`src/rtl/morse_keyer.sv`:
```
// Morse keyer: queues 2-bit symbol codes in a FIFO and keys them onto a serial
// line with standard unit timing (dot 1U, dash 3U, element gap 1U, letter 3U, word 7U).
module morse_keyer #(
  parameter int unsigned UNIT_CYCLES = 50000000,
  parameter int unsigned FIFO_DEPTH  = 4
) (
  input  logic                          clk,
  input  logic                          rst,
  input  logic [1:0]                    sym_in,
  input  logic                          sym_valid,
  output logic                          sym_ready,
  output logic                          serial_out,
  output logic                          busy,
  output logic [$clog2(FIFO_DEPTH):0]   fifo_count
);

  localparam int unsigned CW   = $clog2(UNIT_CYCLES);
  localparam int unsigned PW   = $clog2(FIFO_DEPTH);
  localparam int unsigned CNTW = PW + 1;

  localparam logic [CW-1:0]   UNIT_LAST = CW'(UNIT_CYCLES - 1);
  localparam logic [CNTW-1:0] FULL      = CNTW'(FIFO_DEPTH);

  typedef enum logic [1:0] {
    IDLE  = 2'd0,
    MARK  = 2'd1,
    SPACE = 2'd2
  } state_t;

  typedef struct packed {
    state_t     st;
    logic [2:0] rem;
  } load_t;

  state_t          state_q, state_d;
  logic [2:0]      rem_q, rem_d;
  logic [CW-1:0]   ucnt_q, ucnt_d;
  logic [PW-1:0]   wptr_q, rptr_q;
  logic [CNTW-1:0] count_q, count_d;
  logic [1:0]      mem_q [FIFO_DEPTH];
  logic            serial_q, busy_q;

  logic       push, pop, unit_tick, fifo_nempty;
  logic [1:0] head;
  load_t      ld;

  function automatic load_t load_sym(input logic [1:0] code);
    load_t r;
    case (code)
      2'b01:   begin r.st = MARK;  r.rem = 3'd1; end
      2'b11:   begin r.st = MARK;  r.rem = 3'd3; end
      2'b10:   begin r.st = SPACE; r.rem = 3'd2; end
      default: begin r.st = SPACE; r.rem = 3'd6; end
    endcase
    return r;
  endfunction

  assign sym_ready   = (count_q != FULL);
  assign push        = sym_valid & sym_ready;
  assign fifo_nempty = (count_q != '0);
  assign head        = mem_q[rptr_q];
  assign ld          = load_sym(head);
  assign unit_tick   = (ucnt_q == UNIT_LAST);

  always_comb begin
    state_d = state_q;
    rem_d   = rem_q;
    pop     = 1'b0;
    case (state_q)
      IDLE: begin
        if (fifo_nempty) begin
          pop     = 1'b1;
          state_d = ld.st;
          rem_d   = ld.rem;
        end
      end
      MARK: begin
        if (unit_tick) begin
          if (rem_q == 3'd1) begin
            state_d = SPACE;
            rem_d   = 3'd1;
          end else begin
            rem_d = rem_q - 3'd1;
          end
        end
      end
      SPACE: begin
        if (unit_tick) begin
          if (rem_q == 3'd1) begin
            // Chain straight into the next symbol so no idle cycle appears on the line.
            if (fifo_nempty) begin
              pop     = 1'b1;
              state_d = ld.st;
              rem_d   = ld.rem;
            end else begin
              state_d = IDLE;
              rem_d   = '0;
            end
          end else begin
            rem_d = rem_q - 3'd1;
          end
        end
      end
      default: begin
        state_d = IDLE;
        rem_d   = '0;
      end
    endcase
  end

  always_comb begin
    ucnt_d = ucnt_q + 1'b1;
    if (state_d == IDLE || pop || unit_tick) begin
      ucnt_d = '0;
    end
  end

  always_comb begin
    count_d = count_q;
    case ({push, pop})
      2'b10:   count_d = count_q + 1'b1;
      2'b01:   count_d = count_q - 1'b1;
      default: count_d = count_q;
    endcase
  end

  always_ff @(posedge clk) begin
    if (push) begin
      mem_q[wptr_q] <= sym_in;
    end
  end

  always_ff @(posedge clk) begin
    if (rst) begin
      state_q  <= IDLE;
      rem_q    <= '0;
      ucnt_q   <= '0;
      wptr_q   <= '0;
      rptr_q   <= '0;
      count_q  <= '0;
      serial_q <= 1'b0;
      busy_q   <= 1'b0;
    end else begin
      state_q  <= state_d;
      rem_q    <= rem_d;
      ucnt_q   <= ucnt_d;
      wptr_q   <= push ? wptr_q + 1'b1 : wptr_q;
      rptr_q   <= pop  ? rptr_q + 1'b1 : rptr_q;
      count_q  <= count_d;
      // Line and busy follow the FSM by one cycle, keeping them aligned with each other.
      serial_q <= (state_q == MARK);
      busy_q   <= (state_q != IDLE) | fifo_nempty;
    end
  end

  assign serial_out = serial_q;
  assign busy       = busy_q;
  assign fifo_count = count_q;

endmodule

```
`config.mk`:
```
export PLATFORM = sky130hd
export DESIGN_NAME = morse_keyer
export DESIGN_NICKNAME = d
export VERILOG_FILES = /design/src/rtl/morse_keyer.sv
export SDC_FILE = /design/constraint.sdc
export NUM_CORES = 1
export LEC_CHECK = 0
export BUFFER_PORTS_ARGS = -buffer_cell sky130_fd_sc_hd__buf_4
export CAP_MARGIN = 20
export CORE_MARGIN = 8
export CORE_UTILIZATION = 55
export DETAILED_ROUTE_END_ITERATION = 7
export PLACE_DENSITY = 0.81
export SKIP_LAST_GASP = 1
export SLEW_MARGIN = 20
export SYNTH_ARGS = -nofsm -noshare
export SYNTH_HDL_FRONTEND = slang
export SYNTH_SLANG_ARGS = --single-unit
```
`constraint.sdc`:
```
create_clock -name clk -period 5.3 [get_ports clk]
set_input_delay 1.59 -clock clk [delete_from_list [all_inputs] [get_ports clk]]
set_output_delay 1.59 -clock clk [all_outputs]
set_load 0.01 [all_outputs]
```
==> out/metrics.yaml <==
path_delay_family: "simple AND/OR/NAND/NOR gates"
power_density_nw_per_um2: 430
setup.worst_path.class: "flip-flop to flip-flop"
final-hold-violation-count: 0
fin_area_sq_um: 2660
final.setup.tns_ps: 0
antenna_found_initial: 0
cts_setup_buffers: 0
coreArea_sq_um: 4290
drt_iter0_markers: 212
synthSimpleGateAreaFrac_pct: 25.8
detailed_place_hpwl_um: 3100
synth_compound_area_share_pct: 8.75
gp_congestion: 0.803
die_h_um: 82.5
tightest_slew_ps: 584
slew_violations: 0
path_buf_inv: 1
die-area_sq_um: 6800
insertion_delay_ps: 300
antenna_left: 0
p_total_mw: 1.14
first_global_vias: 1781
yosysSeqAreaShare_pct: 44.5
synthAdderAreaFrac_pct: 4.94
routedWlPerCell_um: 14.2
cts.sinks: 50
yosysWarnings: 0
wl_um: 4510
status: "finished clean"
syn-num-nets: 270
overflow: 0
cts_root_buf: "clkbuf_8"
min_period_over_period_pct: 59.9
placedCellCount: 310
vdd_drop_max_v: 0.000230
rsz0062_at_grt: "false"
slew_headroom_pct: 60.9
area_growth_pct: 9.47
synth_flop_cell: "dfxtp_1"
crit_required_ps: 5540
stdcell_count: 318
numCtsBuffers: 5
power.leakage_nw: 0.904
endpoint_kind: "flip-flop"
clk_pin_slew_ps: 90
port_buffers: 10
period_minus_slack_ps: 3170
cts_buffer_depth: 2
setup_viol: 0
ctsHoldBuffers: 0
vias: 1796
cts_tree: "built"
grt_max_degree: 27
pin_count: 11
worstPathCellList: "nand4_1, nor4_4, a31oi_2, nor3_2, ha_1, inv_1, fa_1, xor2_1, or3_1, a21oi_1"
synth_seq_cells: 50
synth_area_sq_um: 2430
n_fill_cell: 361
synth_top_family_by_area: "simple AND/OR/NAND/NOR gates"
drc: 0
dpl_cell_area_sq_um: 2520
cp.arrival_ps: 3410
viasPerCell: 5.65
grt_usage_pct: 15.0
start_util_pct: 56.6
die_x_um: 82.5
slowest_stage: "nand4_1"
syn-instance-count: 256
synth_area_per_cell_sq_um: 9.50
htreeDepth: 2
critPathLaunchType: "flip-flop"
layout.nets: 279
synth_edf_count: 8
ys_types: 48
hp-class: "flip-flop to flip-flop"
synth.area.mux_share_pct: 2.78
whs_ps: 458
antenna_cells: 0
cts_resized: 0
firstDrtPassIters: 4
num_rows: 24
drive_above_1_share_pct: 13.2
drv_cap: 0
clock.fmax_mhz: 315
slowest_delay_ps: 470
grt_first_pass_wirelength_um: 7980
skew_ps: 10.3
synthArstFlopShare_pct: 0
cp_max_fo: 13
synth_xor_area_share_pct: 9.01
==> final timing paths <==
kind	depth (start not counted)	slack, ps	start	end
min	1	460	ucnt_q[0]	ucnt_q[0]
max	10	2130	ucnt_q[13]	fifo_count[2]
min reg2reg	1	460	ucnt_q[0]	ucnt_q[0]
max reg2reg	10	2130	ucnt_q[13]	fifo_count[2]
==> synth_stat cells (2+ instances only) <==
master	count	area share, %
nor3_1	7	1.4
buf_6	2	0.93
ha_1	8	4.1
nand4_1	3	0.77
clkbuf_1	4	0.62
and2_1	3	0.77
mux2_2	2	0.93
a311oi_1	2	0.72
xor2_1	6	2.2
a21oi_1	10	2.1
or3_1	4	1.0
nand2b_1	3	0.77
buf_2	2	0.41
and4_1	2	0.72
inv_1	15	2.3
edfxtp_1	8	9.9
nand2_1	15	2.3
nand3_1	12	2.5
nor4_4	2	1.7
and3_1	6	1.5
o21ai_0	9	1.9
mux4_2	2	1.9
nor2_1	36	5.6
nor4_1	8	2.1
xnor2_1	19	6.8
nor3_2	2	0.82
dfxtp_1	42	35
or4b_1	2	0.82
==> per-stage QoR <==
stage | utilization [%] | worst slack (ps)
finish | 62.0 | 2130
CTS | 62.0 | 2130
floorplan | - | 2270
global placement | 58.8 | 2120
global route | 62.0 | 1830
detailed placement | 58.8 | 2050
==> cell usage in the layout, fill, tap and decap left out, drive strengths merged, types with 2 or more instances in the layout <==
cell / n
a211o: 2
a21oi: 10
a311oi: 2
a31oi: 2
and2: 3
and3: 7
and4: 2
buf: 10
bufinv: 2
clkbuf: 5
dfxtp: 42
edfxtp: 8
ha: 8
inv: 15
mux2: 2
mux4: 2
nand2: 15
nand2b: 3
nand3: 12
nand4: 3
nor2: 36
nor3: 9
nor4: 10
o21ai: 9
or3: 5
or4b: 3
xnor2: 19
xor2: 6
==> per-layer routing <==
layer,global-route usage (%),up-vias,routed length [um]
li1,-,914,-
met1,18.1,851,2060
met2,24.4,24,2230
met3,3.68,7,130
met4,7.89,0,87
met5,0,-,0
==> sequential cells by signal, indices dropped and copies added, names as in the netlist, named ones only <==
| name | count |
|---|---|
| rem_q | 3 |
| wptr_q | 2 |
| fifo_count | 3 |
| rptr_q | 2 |
| mem_q | 8 |
| ucnt_q | 26 |
| serial_out | 1 |
| state_q | 2 |
| busy | 1 |
==> cells by family after synthesis <==
group,Yosys count
and+or+nand+nor,113
DFF,50
AOI/OAI and AO/OA,32
xor gates and xnor gates,25
buffers and inverters,23
adders and majority gates,9
muxes,4
==> layout make-up <==
type / instances / area [sq um] / share of cell area, %
tap: 52 / 65.1 / 2.44
timing repair buffer: 10 / 75.1 / 2.82
inverter: 15 / 56.3 / 2.12
clock buffer: 5 / 68.8 / 2.59
multi-input combinational: 183 / 1250 / 46.8
clock inverter: 3 / 68.8 / 2.59
sequential: 50 / 1080 / 40.6
==> where the power goes <==
part / internal [mW] / total, mW / switching [mW]
Clock: 0.189 / 0.316 / 0.127
Sequential: 0.436 / 0.484 / 0.0485
Combinational: 0.150 / 0.344 / 0.194
No activity file was read; power rests on OpenSTA's default activity.
